## src/rtl/counter_display_if.sv

```systemverilog
// Display-side signal bundle for counter_display: the upstream counter's
// value and carry coming in, and the multiplexed 7-segment drive going out.
interface counter_display_if;
    logic [3:0] q;
    logic       qcc;
    logic [3:0] an;
    logic [6:0] seg;
    logic       dp;
    logic       wrap;
    logic       q_err;

    // The upstream counter / stimulus side drives q and qcc.
    modport master (
        output q,
        output qcc,
        input  an,
        input  seg,
        input  dp,
        input  wrap,
        input  q_err
    );

    // The display controller consumes q and qcc and drives the display.
    modport slave (
        input  q,
        input  qcc,
        output an,
        output seg,
        output dp,
        output wrap,
        output q_err
    );
endinterface

```

## src/rtl/counter_display.sv

```systemverilog
// Four-digit multiplexed 7-segment display controller.
// Digit 0 shows the (filtered) upstream counter value in hex, digit 1 is blank,
// and digits 2/3 show a two-digit BCD count of rising edges on the upstream carry.
// Both q and qcc are asynchronous to clk and are synchronized before use.
module counter_display #(
    parameter int SCAN_DIV = 50000
) (
    input  logic             clk,
    input  logic             clr,
    counter_display_if.slave bus
);

    localparam logic [15:0] PRESC_LAST = 16'(SCAN_DIV - 1);

    // Two-flop synchronizers and one extra history stage for each input
    logic [3:0] q_s1;
    logic [3:0] q_s2;
    logic [3:0] q_prev;
    logic       c_s1;
    logic       c_s2;
    logic       c_prev;

    // Counts the cycles since reset release until the history stages hold
    // real samples; comparisons against reset zeros would otherwise look valid
    logic [1:0] fill;
    logic       sync_ready;

    logic [3:0] q_hold;
    logic       q_err_r;
    logic       q_stable;
    logic       q_bad;

    logic       carry_rise;
    logic [3:0] ones;
    logic [3:0] tens;
    logic       wrap_r;

    logic [15:0] prescaler;
    logic [1:0]  digit;

    logic [3:0] cur_val;
    logic       cur_blank;
    logic       cur_dp_on;

    logic [3:0] an_r;
    logic [6:0] seg_r;
    logic       dp_r;

    // Hex font, segments ordered {g,f,e,d,c,b,a}, active-low
    function automatic logic [6:0] hex_font(input logic [3:0] v);
        logic [6:0] f;
        case (v)
            4'h0:    f = 7'b1000000;
            4'h1:    f = 7'b1111001;
            4'h2:    f = 7'b0100100;
            4'h3:    f = 7'b0110000;
            4'h4:    f = 7'b0011001;
            4'h5:    f = 7'b0010010;
            4'h6:    f = 7'b0000010;
            4'h7:    f = 7'b1111000;
            4'h8:    f = 7'b0000000;
            4'h9:    f = 7'b0010000;
            4'hA:    f = 7'b0001000;
            4'hB:    f = 7'b0000011;
            4'hC:    f = 7'b1000110;
            4'hD:    f = 7'b0100001;
            4'hE:    f = 7'b0000110;
            default: f = 7'b0001110;
        endcase
        return f;
    endfunction

    // Bring q and qcc into the clk domain and keep one cycle of history
    always_ff @(posedge clk or negedge clr) begin
        if (!clr) begin
            q_s1   <= 4'd0;
            q_s2   <= 4'd0;
            q_prev <= 4'd0;
            c_s1   <= 1'b0;
            c_s2   <= 1'b0;
            c_prev <= 1'b0;
        end else begin
            q_s1   <= bus.q;
            q_s2   <= q_s1;
            q_prev <= q_s2;
            c_s1   <= bus.qcc;
            c_s2   <= c_s1;
            c_prev <= c_s2;
        end
    end

    // Track how far genuine samples have propagated since reset release
    always_ff @(posedge clk or negedge clr) begin
        if (!clr) begin
            fill <= 2'd0;
        end else if (fill != 2'd3) begin
            fill <= fill + 2'd1;
        end
    end

    assign sync_ready = (fill == 2'd3);

    // q only counts once two consecutive synchronized samples agree, which
    // hides bit skew between the individually synchronized q bits
    assign q_stable   = sync_ready && (q_s2 == q_prev);
    assign q_bad      = (q_s2 < 4'd2) || (q_s2 > 4'd9);

    // A carry level already high at reset release is not treated as an edge
    assign carry_rise = sync_ready && c_s2 && !c_prev;

    // Hold the last stable q value and flag any stable value outside 2..9
    always_ff @(posedge clk or negedge clr) begin
        if (!clr) begin
            q_hold  <= 4'd2;
            q_err_r <= 1'b0;
        end else if (q_stable) begin
            q_hold <= q_s2;
            if (q_bad) begin
                q_err_r <= 1'b1;
            end
        end
    end

    // Two-digit BCD count of carry rising edges, sticky wrap on 99 -> 00
    always_ff @(posedge clk or negedge clr) begin
        if (!clr) begin
            ones   <= 4'd0;
            tens   <= 4'd0;
            wrap_r <= 1'b0;
        end else if (carry_rise) begin
            if (ones == 4'd9) begin
                ones <= 4'd0;
                if (tens == 4'd9) begin
                    tens   <= 4'd0;
                    wrap_r <= 1'b1;
                end else begin
                    tens <= tens + 4'd1;
                end
            end else begin
                ones <= ones + 4'd1;
            end
        end
    end

    // Scan prescaler: each digit stays lit for SCAN_DIV clk cycles
    always_ff @(posedge clk or negedge clr) begin
        if (!clr) begin
            prescaler <= 16'd0;
            digit     <= 2'd0;
        end else if (prescaler == PRESC_LAST) begin
            prescaler <= 16'd0;
            digit     <= digit + 2'd1;
        end else begin
            prescaler <= prescaler + 16'd1;
        end
    end

    // Select what the current digit shows and whether its decimal point is lit
    always_comb begin
        cur_val   = q_hold;
        cur_blank = 1'b0;
        cur_dp_on = 1'b0;
        case (digit)
            2'd0: begin
                cur_val   = q_hold;
                cur_dp_on = q_err_r;
            end
            2'd1: begin
                cur_blank = 1'b1;
            end
            2'd2: begin
                cur_val = ones;
            end
            default: begin
                cur_val   = tens;
                cur_dp_on = wrap_r;
            end
        endcase
    end

    // Registered display drive so anodes and segments switch glitch-free together
    always_ff @(posedge clk or negedge clr) begin
        if (!clr) begin
            an_r  <= 4'b1111;
            seg_r <= 7'b1111111;
            dp_r  <= 1'b1;
        end else begin
            an_r  <= ~(4'b0001 << digit);
            seg_r <= cur_blank ? 7'b1111111 : hex_font(cur_val);
            dp_r  <= ~cur_dp_on;
        end
    end

    assign bus.an    = an_r;
    assign bus.seg   = seg_r;
    assign bus.dp    = dp_r;
    assign bus.wrap  = wrap_r;
    assign bus.q_err = q_err_r;

endmodule

```

## src/flat_wrapper.sv

```systemverilog
// flat-port wrapper written by rule: the top's interface ports become plain ports
module counter_display_flat 
#(
    parameter int SCAN_DIV = 50000
)
  (clk, clr, bus_q, bus_qcc, bus_an, bus_seg, bus_dp, bus_wrap, bus_q_err);
  counter_display_if bus_i ();
  input  logic clk;
  input  logic clr;
  input wire logic [$bits(bus_i.q)-1:0] bus_q;
  input wire logic [$bits(bus_i.qcc)-1:0] bus_qcc;
  output wire logic [$bits(bus_i.an)-1:0] bus_an;
  output wire logic [$bits(bus_i.seg)-1:0] bus_seg;
  output wire logic [$bits(bus_i.dp)-1:0] bus_dp;
  output wire logic [$bits(bus_i.wrap)-1:0] bus_wrap;
  output wire logic [$bits(bus_i.q_err)-1:0] bus_q_err;
  assign bus_i.q = bus_q;
  assign bus_i.qcc = bus_qcc;
  assign bus_an = bus_i.an;
  assign bus_seg = bus_i.seg;
  assign bus_dp = bus_i.dp;
  assign bus_wrap = bus_i.wrap;
  assign bus_q_err = bus_i.q_err;
  counter_display #(.SCAN_DIV(SCAN_DIV)) u_core (.clk(clk), .clr(clr), .bus(bus_i));
endmodule
```

## config.mk

```make
export PLATFORM = sky130hd
export DESIGN_NAME = counter_display_flat
export DESIGN_NICKNAME = d
export VERILOG_FILES = /design/src/rtl/counter_display_if.sv /design/src/rtl/counter_display.sv /design/src/flat_wrapper.sv
export SDC_FILE = /design/constraint.sdc
export NUM_CORES = 1
export LEC_CHECK = 0
export CAP_MARGIN = 15
export CORE_MARGIN = 1
export CORE_UTILIZATION = 50
export DETAILED_ROUTE_END_ITERATION = 8
export PLACE_DENSITY = 0.8
export REMOVE_ABC_BUFFERS = 1
export SYNTH_ARGS = -nofsm -noshare
export SYNTH_HDL_FRONTEND = slang
export SYNTH_SLANG_ARGS = --single-unit
```

## constraint.sdc

```tcl
create_clock -name clk -period 3 [get_ports clk]
set_input_delay 0.9 -clock clk [delete_from_list [all_inputs] [get_ports clk]]
set_output_delay 0.9 -clock clk [all_outputs]
set_load 0.005 [all_outputs]
```

== Yosys cells after proc, flatten, opt, wreduce, memory -nomap -nowiden ==
Memories as Yosys holds them, arrays and structs flattened.
Index checks and enable logic that the tools add are counted.

* Multiplexer cells: 7
* Add/subtract/negate cells: 5
* Equality and inequality tests: 8
* Reduce and logical (&&, ||, !) cells: 11
* $lt $le $gt $ge: 2
* Bitwise operators: 2
* Shift operators: 1

{| class="wikitable"
|+ Operators by type and width
! kind !! count
|-
| adder 16 x 1 -> 16 bit, second input constant || 1
|-
| equality test 16 bit, second input constant || 1
|-
| two-way mux 16 bit || 1
|-
| adder 4 x 1 -> 4 bit, second input constant || 2
|-
| equality test 4 bit, second input constant || 2
|-
| two-way mux 4 bit || 2
|-
| one-hot mux 4 bit (2 select lines) || 1
|-
| two-way mux 7 bit || 1
|-
| adder 2 x 1 -> 2 bit, second input constant || 2
|-
| equality test 2 bit, second input constant || 2
|-
| equality test 4 bit || 1
|-
| > comparator 4 bit, second input constant || 1
|-
| less-than comparator 4 x 2 -> 1 bit, second input constant || 1
|-
| inverter 4 bit || 1
|-
| AND reduction 2 bit || 2
|-
| OR reduction 2 bit || 2
|-
| left shift 1 x 2 -> 4 bit, first input constant || 1
|-
| logical AND 1 bit || 3
|-
| AND reduction 3 bit || 1
|-
| equality test 2 x 1 -> 1 bit, second input constant || 1
|-
| zero test 2 bit || 1
|-
| inequality test 2 bit, second input constant || 1
|-
| one-hot mux 1 bit (2 select lines) || 1
|-
| zero test 1 bit || 1
|-
| 3 further kinds || 3
|}

* Memory bits (read-only): 112
* Register bits after elaboration: 61
* Output and inout bits: 14
* Memories kept: 1
* Logic and storage cells: 54

{| class="wikitable"
|+ Memory list
! memory !! depth !! bits a word !! read ports !! clocked after Yosys merged registers in !! wr ports !! RTL line !! RTL
|-
| (no name shown) || 16 || 7 || 1 || 0 || 0 || counter_display.sv:52 || <nowiki>case (v)</nowiki>
|}

== Logic depth before layout (Yosys ltp) ==
Gate-level depths: netlist (run 1).
An unclocked memory read counts as a cell.

* Depth after elaboration: 5
* Mapped depth: 9

== Worst setup path before layout (run 1) ==
Ideal clock, no wire load.

* Kind: register to register
* From: register u_core.digit[1]
* To: register u_core.seg_r[4], in the netlist u_core.bus.seg[4]
* Arrival: 2023 ps
* Stages on the path, launching flop included: 9
* Period minus slack after synthesis: 2107 ps
* Buffers on the path: 0
* Path slack: 893 ps
* Library setup time: 84 ps
* Cell sequence: dfrtp_1 -> inv_1 -> ha_1 -> o21ai_0 -> a2bb2oi_1 -> inv_1 -> ha_1 -> nor3b_1 -> a311o_1

* Cells in the longest elaborated chain, start to end: 5
* Elaborated cells on any way between the ends: 8
* Classes of those cells: eq/ne (2); mux (3); reduce/logical (2); memory (1)

{| class="wikitable"
|+ RTL lines
! element !! RTL line !! RTL
|-
| start, declared || counter_display.sv:39 || <nowiki>logic [1:0] digit;</nowiki>
|-
| start signal, assigned || counter_display.sv:152 || <nowiki>digit <= digit + 2'd1;</nowiki>
|-
| equality test 2 x 1 -> 1 bit / zero test 2 bit (equally long branches) || counter_display.sv:163 || <nowiki>case (digit)</nowiki>
|-
| OR reduction 2 bit (no source line) || -- ||
|-
| one-hot mux 4 bit (2 select lines) || counter_display.sv:163 ||
|-
| memory (16 x 7 bit) || -- ||
|-
| two-way mux 7 bit (*) || counter_display.sv:189 || <nowiki>seg_r <= cur_blank ? 7'b1111111 : hex_font(cur_val);</nowiki>
|-
| end signal, assigned || counter_display.sv:189 ||
|-
| end, declared || counter_display.sv:46 || <nowiki>logic [6:0] seg_r;</nowiki>
|}

Every way passes the cells marked *; elsewhere a longest branch is shown, timed or not.
A chain may end at the register's enable or synchronous reset.

== Worst setup path after layout (run 1) ==
Ends and elaborated chain as after synthesis.

==> results.json, run 1 <==
{
  "status": "completed",
  "critPathBufInv": 2,
  "cp-start-kind": "register",
  "drt_first_iter_violations": 81,
  "fp-row-count": 26,
  "vdd_drop_max_uv": 400,
  "rrSetupSlack_ns": 0.61,
  "fin_setup_tns_ns": 0,
  "cap_violations": 0,
  "largest_reg_flops": 16,
  "grt_pass1_vias": 1700,
  "multi_input_area_mm2": 0.00110,
  "avgSynthCellArea_um2": 11.8,
  "cts_resized": 0,
  "cp_cell_sequence": "inv_1 > ha_1 > o21ai_0 > a2bb2oi_1 > inv_1 > ha_1 > nor3b_1 > a311o_1",
  "cpPeakStageDelay_ns": 0.42,
  "seqCellArea_mm2": 0.00154,
  "syn2layout_area_growth_pct": 16.7,
  "dp_cells": 319,
  "grt_max_degree": 26,
  "ios": 21,
  "final_cells": 335,
  "routed_wl_um": 4450,
  "grt-ovfl-total": 0,
  "gp_congestion": 0.814,
  "crit_arrival_ns": 2.65,
  "route.detailed.drc": 0,
  "critical_path_class": "register to register",
  "drt-vias-per-instance": 5.26,
  "h-tree-depth": 3,
  "numPortBuffers": 20,
  "root_buffer": "clkbuf_8",
  "leakagePower_nw": 1.41,
  "max_clock_freq_mhz": 418,
  "route.met2.wl_um": 2150,
  "ys_seq_area_share_pct": 56.7,
  "synthDominantCellAreaShare_pct": 44.2,
  "syn_area_mm2": 0.00272,
  "place_hpwl_um": 3160,
  "fin_worst_skew_ns": 0.00609,
  "ant_nets": 0,
  "required_ns": 3.26,
  "cts_tree": "built",
  "syn_inst": 230,
  "max_slew_margin_pct": 38.0,
  "start_util_pct": 52.6,
  "reg2reg_depth": 8,
  "clk_pin_slew_ns": 0.07,
  "met3_wirelength_um": 133,
  "min_path_type": "register to register",
  "drive_above_1_share_pct": 15.5,
  "period_share_pct": 79.8,
  "diodes": 0,
  "crit_family": "compound AO/OA/AOI/OAI gates",
  "antenna_found_initial": 0,
  "clock_path_buffers": 2,
  "grt_util_all_layers_pct": 18.8,
  "nets": 280,
  "powerDensity_mw_per_mm2": 701,
  "grt_pass1_wl_um": 7670,
  "met1Wirelength_um": 2100,
  "yosysTopAreaCell": "dfrtp_1",
  "synth_seq_cells": 61,
  "setup_violations": 0,
  "clk_latency_ns": 0.33,
  "worstReg2RegEnd": "u_core.bus.seg[4]",
  "die_w_um": 75.8,
  "largest-register": "u_core.prescaler",
  "fin_crit_ns": 2.39,
  "wire_per_inst_um": 13.3,
  "grt_setup_unrepaired": "false",
  "cp_slowest_cell": "dfrtp_1",
  "cp-end-kind": "register",
  "synth.distinct_cells": 44,
  "cts_setup_buffers": 0,
  "hold_viol": 0,
  "yosys_warnings": 0,
  "die-height_um": 75.8,
  "worstPathMaxFanout": 8,
  "core_area_mm2": 0.00517,
  "reg2reg_from": "u_core.digit[1]",
  "hp-start": "u_core.c_s1",
  "numCtsBuffers": 9,
  "holdPathStages": 0,
  "design.die.area_mm2": 0.00574,
  "min_to": "u_core.c_s2",
  "vias": 1762,
  "tightest_slew_ns": 0.922,
  "holdBufCountCts": 0,
  "fill_cells": 411,
  "dr.pass1.iters": 4,
  "clock-sinks": 61,
  "finalMaxSlewViolations": 0,
  "synth_area_leaders": "dfrtp_1 44%, dfstp_2 13%, ha_1 6.0%",
  "top_layer_used": "met4"
}
==> worst max-delay path by stage <==
stage | startpoint | endpoint | slack (ns) | cells past startpoint
4_1_cts | u_core.digit[1] | u_core.bus.seg[4] | 0.61 | 8
5_1_grt | u_core.digit[1] | u_core.bus.seg[4] | 0.40 | 8
6_report | u_core.digit[1] | u_core.bus.seg[4] | 0.61 | 8
2_1_floorplan | u_core.digit[1] | u_core.bus.seg[4] | 0.89 | 8
3_5_place_dp | u_core.digit[1] | u_core.bus.seg[4] | 0.62 | 8
3_3_place_gp | u_core.digit[1] | u_core.bus.seg[4] | 0.72 | 8
==> cell type report <==
| cell class | instances | share of cell area, % |
|---|---|---|
| Clock buffer | 11 | 4.14 |
| Clock inverter | 5 | 1.22 |
| Inverter | 15 | 1.77 |
| Multi-Input combinational cell | 150 | 34.6 |
| Sequential cell | 61 | 48.6 |
| Tap cell | 70 | 2.76 |
| Timing Repair Buffer | 23 | 6.86 |
==> cell usage after synthesis (all sizes together) <==
cell / n
a21oi: 8
a2bb2oi: 1
ha: 13
xnor2: 10
nand2b: 2
o21ai: 13
nor3b: 2
a22o: 2
or4bb: 2
clkbuf: 1
a21o: 4
a31o: 1
mux2: 6
a32oi: 2
or4b: 1
mux2i: 4
and3: 3
and2: 1
dfstp: 13
nor2b: 4
a311o: 1
nor3: 2
a221o: 2
o211ai: 1
or3: 2
nor2: 14
nand4b: 1
inv: 15
o211a: 1
xor2: 11
nor4: 5
o21a: 2
nand4: 4
dfrtp: 48
o311ai: 1
and4b: 1
buf: 3
nand3b: 1
a31oi: 1
nand2: 14
nand3: 7
==> through the flow <==
step / power, mW / hold slack (ns) / utilization (%) / worst slack (ns) / instance area [um2]
floorplan: 1.39 / 0.331 / - / 0.885 / 2700
global placement: 1.60 / 0.332 / 58.1 / 0.722 / 3000
detailed placement: 1.61 / 0.336 / 58.1 / 0.618 / 3000
CTS: 2.24 / 0.352 / 61.4 / 0.605 / 3170
global route: 2.36 / 0.354 / 61.4 / 0.398 / 3170
finish: 2.23 / 0.351 / 61.4 / 0.607 / 3170
==> where the power goes <==
part | switching [mW] | internal, mW
Sequential | 0.0917 | 0.987
Combinational | 0.246 | 0.277
Clock | 0.325 | 0.301
Total | 0.662 | 1.56
==> cells by family after synthesis <==
kind of cell	count (synthesis)	synth area share, %
xor gates and xnor gates	21	6.76
DFF	61	56.7
AOI/OAI and AO/OA	40	9.75
adders and majority gates	13	5.98
buffers and inverters	19	2.85
and+or+nand+nor	66	14.0
muxes	10	3.96
==> layer usage <==
layer	GRT usage [%]	vias to the layer above
met5	0	-
met4	10.7	0
met3	4.89	6
met2	29.6	32
met1	23.5	863
li1	-	861
==> cell usage in the layout, fill, tap and decap left out, drive strengths merged, types with 3 or more instances in the layout <==
master          n
clkdlybuf4s50  19
nand3           7
xor2           11
and3            3
a21oi           8
o21ai          13
ha             13
nor2b           4
dfstp          13
clkinvlp        4
a21o            4
mux2            6
inv            15
buf             4
nor4            5
clkbuf         11
nand2          14
nor2           14
nand4           4
xnor2          10
dfrtp          48
mux2i           4
==> worst reg2reg max path: stages, from the launching register on <==
cell	delay [ns]
dfrtp_1	0.42
inv_1	0.11
ha_1	0.31
o21ai_0	0.12
a2bb2oi_1	0.42
inv_1	0.16
ha_1	0.30
nor3b_1	0.16
a311o_1	0.33
(Power assumes the default switching activity.)
==> run 2, diff against run 1 <==
--- a/config.mk
+++ b/config.mk
@@ -9,7 +9,7 @@
 export CORE_MARGIN = 1
 export CORE_UTILIZATION = 50
 export DETAILED_ROUTE_END_ITERATION = 8
-export PLACE_DENSITY = 0.8
+export PLACE_DENSITY = 0.83
 export REMOVE_ABC_BUFFERS = 1
 export SYNTH_ARGS = -nofsm -noshare
 export SYNTH_HDL_FRONTEND = slang
==> constraint.sdc (replaced) <==
create_clock -name clk -period 2.2 [get_ports clk]
set_input_delay 0.66 -clock clk [delete_from_list [all_inputs] [get_ports clk]]
set_output_delay 0.66 -clock clk [all_outputs]
set_load 0.005 [all_outputs]
==> results.json, run 2 (same netlist as run 1, synthesis figures left out) <==
{
  "max_clock_freq_mhz": 475,
  "final_common_cell": "dfrtp_1",
  "place_hpwl_um": 3450,
  "design.die.area_mm2": 0.00574,
  "period_share_pct": 95.7,
  "core_area_mm2": 0.00517,
  "drt_first_iter_violations": 95,
  "fill_cells": 411,
  "ios": 21,
  "route.detailed.drc": 0,
  "fin_setup_tns_ns": 0,
  "root_buffer": "clkbuf_8",
  "vias": 1852,
  "tightest_slew_ns": 0.560,
  "fp-row-count": 26,
  "grt_pass1_wl_um": 8250,
  "critical_path_class": "register to register",
  "cap_violations": 0,
  "die-height_um": 75.8,
  "crit_arrival_ns": 2.37,
  "clk_pin_slew_ns": 0.07,
  "wire_per_inst_um": 14.1,
  "routed_wl_um": 4800,
  "final_cell_mix": "48 x dfrtp_1, 19 x clkdlybuf4s50_1, 15 x inv_1",
  "dr.pass1.iters": 4,
  "numCtsBuffers": 9,
  "reg2reg_depth": 8,
  "final_area_mm2": 0.00329,
  "cp-start-kind": "register",
  "grt_max_degree": 26,
  "fin_worst_skew_ns": 0.00484,
  "cp-end-kind": "register",
  "vdd_drop_max_uv": 519,
  "multi_input_area_mm2": 0.00110,
  "leakagePower_nw": 1.49,
  "die_w_um": 75.8,
  "clock-sinks": 61,
  "seqCellArea_mm2": 0.00154,
  "whs_ns": 0.301,
  "reg2reg_from": "u_core.digit[0]",
  "h-tree-depth": 3,
  "grt_pass1_vias": 1832,
  "gp_congestion": 0.827,
  "finalMaxSlewViolations": 0,
  "drt-vias-per-instance": 5.43,
  "antenna_found_initial": 0,
  "worstReg2RegEnd": "u_core.bus.seg[4]",
  "drive_above_1_share_pct": 18.5,
  "powerDensity_mw_per_mm2": 1010,
  "start_util_pct": 52.6,
  "ant_nets": 0,
  "syn2layout_area_growth_pct": 20.8,
  "largest_reg_flops": 16,
  "clk_latency_ns": 0.34,
  "diodes": 0,
  "hold_viol": 0,
  "nets": 286,
  "worstPathMaxFanout": 6,
  "setup_violations": 0,
  "numPortBuffers": 20,
  "fin_crit_ns": 2.11,
  "post_dp_cell_area_mm2": 0.00305,
  "grt-ovfl-total": 0,
  "max_slew_margin_pct": 62.7,
  "min_path_type": "input port to asynchronous set/reset pin",
  "required_ns": 2.47,
  "rrSetupSlack_ns": 0.09,
  "cts_tree": "built",
  "status": "completed",
  "largest-register": "u_core.prescaler",
  "grt_util_all_layers_pct": 20.2,
  "clock_path_buffers": 2,
  "grt_setup_unrepaired": "true"
}
## run 2: how the worst max path moves through the flow
stage / cells past startpoint / start / endpoint
after detailed placement: 8 / u_core.digit[0] / u_core.bus.seg[4]
after global placement: 8 / u_core.digit[0] / u_core.bus.seg[4]
final: 8 / u_core.digit[0] / u_core.bus.seg[4]
after global routing: 9 / u_core.digit[0] / u_core.bus.seg[5]
after CTS: 8 / u_core.digit[0] / u_core.bus.seg[4]
after floorplan: 8 / u_core.digit[1] / u_core.bus.seg[4]
## run 2: cell type report
class	count	share of cell area [%]
Tap cell	70	2.66
Clock inverter	7	3.01
Timing Repair Buffer	29	8.37
Clock buffer	9	3.77
Sequential cell	61	46.9
Inverter	15	1.71
Multi-Input combinational cell	150	33.5
## run 2: metal layers
metal	track usage, %	wire (um)	up-vias
li1	-	-	874
met1	24.2	2080	920
met2	33.1	2430	46
met3	4.89	164	12
met4	11.7	128	0
met5	0	0	-
## run 2: metrics by stage
stage                     util, %  setup WS (ns)  power [mW]  instances
after global placement       59.0          0.252        2.21        324
after global routing         63.5        -0.0167        3.51        341
after CTS                    63.4         0.0490        3.35        340
after floorplan                 -         0.0853        1.90        226
after detailed placement     59.0         0.0672        2.24        324
final                        63.5         0.0941        3.33        341
## run 2: where the power goes
part / internal (mW) / leakage, nW / total (mW) / switching [mW]
clock network: 0.642 / 0.110 / 1.11 / 0.463
logic: 0.400 / 0.652 / 0.751 / 0.350
registers: 1.35 / 0.727 / 1.47 / 0.125
## run 2: critical path, stage by stage, from the launching register on
cell and delay [ns]:
dfrtp_1 0.42, inv_1 0.14, ha_2 0.25, o21ai_0 0.11, a2bb2oi_1 0.23, inv_1 0.12, ha_1 0.28, nor3b_1 0.16
a311o_1 0.32
## run 2: timing repair
item / in CTS / in global routing
setup buffers: 0 / 1
endpoints found under the setup margin: 0 / 4
gates resized for setup: 0 / 2
hold buffers: 0 / 0
==> run 3, diff against run 2 <==
--- a/config.mk
+++ b/config.mk
@@ -6,7 +6,7 @@
 export NUM_CORES = 1
 export LEC_CHECK = 0
 export CAP_MARGIN = 15
-export CORE_MARGIN = 1
+export CORE_MARGIN = 2
 export CORE_UTILIZATION = 50
 export DETAILED_ROUTE_END_ITERATION = 8
 export PLACE_DENSITY = 0.83
==> results.json, run 3 (same netlist as run 1, synthesis figures left out) <==
{
  "final_common_cell": "dfrtp_1",
  "period_share_pct": 92.8,
  "critPathBufInv": 2,
  "nets": 286,
  "largest-register": "u_core.prescaler",
  "die-height_um": 77.8,
  "design.die.area_mm2": 0.00605,
  "largest_reg_flops": 16,
  "max_clock_freq_mhz": 490,
  "cts_tree": "built",
  "route.detailed.drc": 0,
  "clock-sinks": 61,
  "status": "completed",
  "worst_slack_ns": 0.158,
  "wire_per_inst_um": 13.1,
  "drt-vias-per-instance": 5.20,
  "cp_cell_sequence": "inv_1 > ha_1 > o21ai_0 > a2bb2oi_2 > inv_1 > ha_1 > nor3b_1 > a311o_1",
  "numPortBuffers": 20,
  "final_cell_mix": "48 x dfrtp_1, 19 x clkdlybuf4s50_1, 15 x inv_1",
  "clk_latency_ns": 0.34,
  "post_dp_cell_area_mm2": 0.00305,
  "fin_setup_tns_ns": 0,
  "finalMaxSlewViolations": 0,
  "cp_slowest_cell": "dfrtp_1",
  "clk_pin_slew_ns": 0.07,
  "setup_violations": 0,
  "antenna_found_initial": 0,
  "start_util_pct": 52.6,
  "required_ns": 2.47,
  "grt-ovfl-total": 0,
  "critical_path_class": "register to register",
  "numCtsBuffers": 9,
  "vdd_drop_max_uv": 658,
  "ant_nets": 0,
  "fin_worst_skew_ns": 0.00786,
  "root_buffer": "clkbuf_8",
  "grt_util_all_layers_pct": 17.1,
  "cap_violations": 0,
  "dp_cells": 324,
  "grt_max_degree": 41,
  "cp-start-kind": "register",
  "drt_first_iter_violations": 107,
  "clock_path_buffers": 2,
  "diodes": 0,
  "syn2layout_area_growth_pct": 21.4,
  "h-tree-depth": 3,
  "die_w_um": 77.8,
  "crit_arrival_ns": 2.31,
  "tightest_slew_ns": 0.504,
  "routed_wl_um": 4470,
  "fin_crit_ns": 2.04,
  "core_area_mm2": 0.00517,
  "dr.pass1.iters": 4,
  "gp_congestion": 0.843,
  "leakagePower_nw": 1.49,
  "grt_pass1_wl_um": 7930,
  "hold_viol": 0,
  "drive_above_1_share_pct": 18.8,
  "total_power_mw": 3.32,
  "worstPathMaxFanout": 6,
  "place_ws_ns": 0.117,
  "max_slew_margin_pct": 66.4,
  "powerDensity_mw_per_mm2": 1010,
  "final_cells": 341,
  "vias": 1772,
  "cpPeakStageDelay_ns": 0.42,
  "place_hpwl_um": 3060,
  "crit_family": "compound AO/OA/AOI/OAI gates",
  "final_area_mm2": 0.00330,
  "min_path_type": "input port to asynchronous set/reset pin",
  "ios": 21,
  "fp-row-count": 26,
  "cp-end-kind": "register",
  "grt_pass1_vias": 1777
}
## run 3: what timing repair did
item                       CTS  global route
hold buffers                 0             0
setup buffers                0             1
gates resized for setup      0             4
setup endpoints to repair    0             4
## run 3: cell type report
class	instances	area (um2)
Timing Repair Buffer	29	275
Fill cell	382	1870
Inverter	15	56.3
Sequential cell	61	1540
Multi-Input combinational cell	150	1120
Clock buffer	9	124
Clock inverter	7	98.8
Tap cell	70	87.6
## run 3: routing by layer
| metal | GRT usage, % | wire length, um | up-vias |
|---|---|---|---|
| met3 | 7.56 | 224 | 9 |
| met1 | 21.4 | 2000 | 852 |
| met2 | 25.9 | 2160 | 37 |
| li1 | - | - | 874 |
| met4 | 7.14 | 78 | 0 |
| met5 | 0 | 0 | - |
## run 3: power by group
group,switching (mW),internal (mW)
registers,0.121,1.35
clock network,0.460,0.642
logic,0.343,0.409
## run 3: final timing paths
kind / from / to / slack, ns / depth (start not counted)
worst max-delay path: u_core.digit[0] / u_core.bus.seg[4] / 0.16 / 8
max in group asynchronous: clr / u_core.q_hold[1] / 1.30 / 2
min in group clk: u_core.c_s1 / u_core.c_s2 / 0.35 / 0
worst min-delay path: clr / u_core.tens[1] / 0.28 / 1
worst min register to register: u_core.c_s1 / u_core.c_s2 / 0.35 / 0
worst max register to register: u_core.digit[0] / u_core.bus.seg[4] / 0.16 / 8
## run 3: through the flow
step                hold slack, ns  utilization (%)
floorplan                    0.331                -
global placement             0.331             59.0
detailed placement           0.336             59.0
CTS                          0.284             63.4
global route                 0.299             63.8
finish                       0.277             63.8
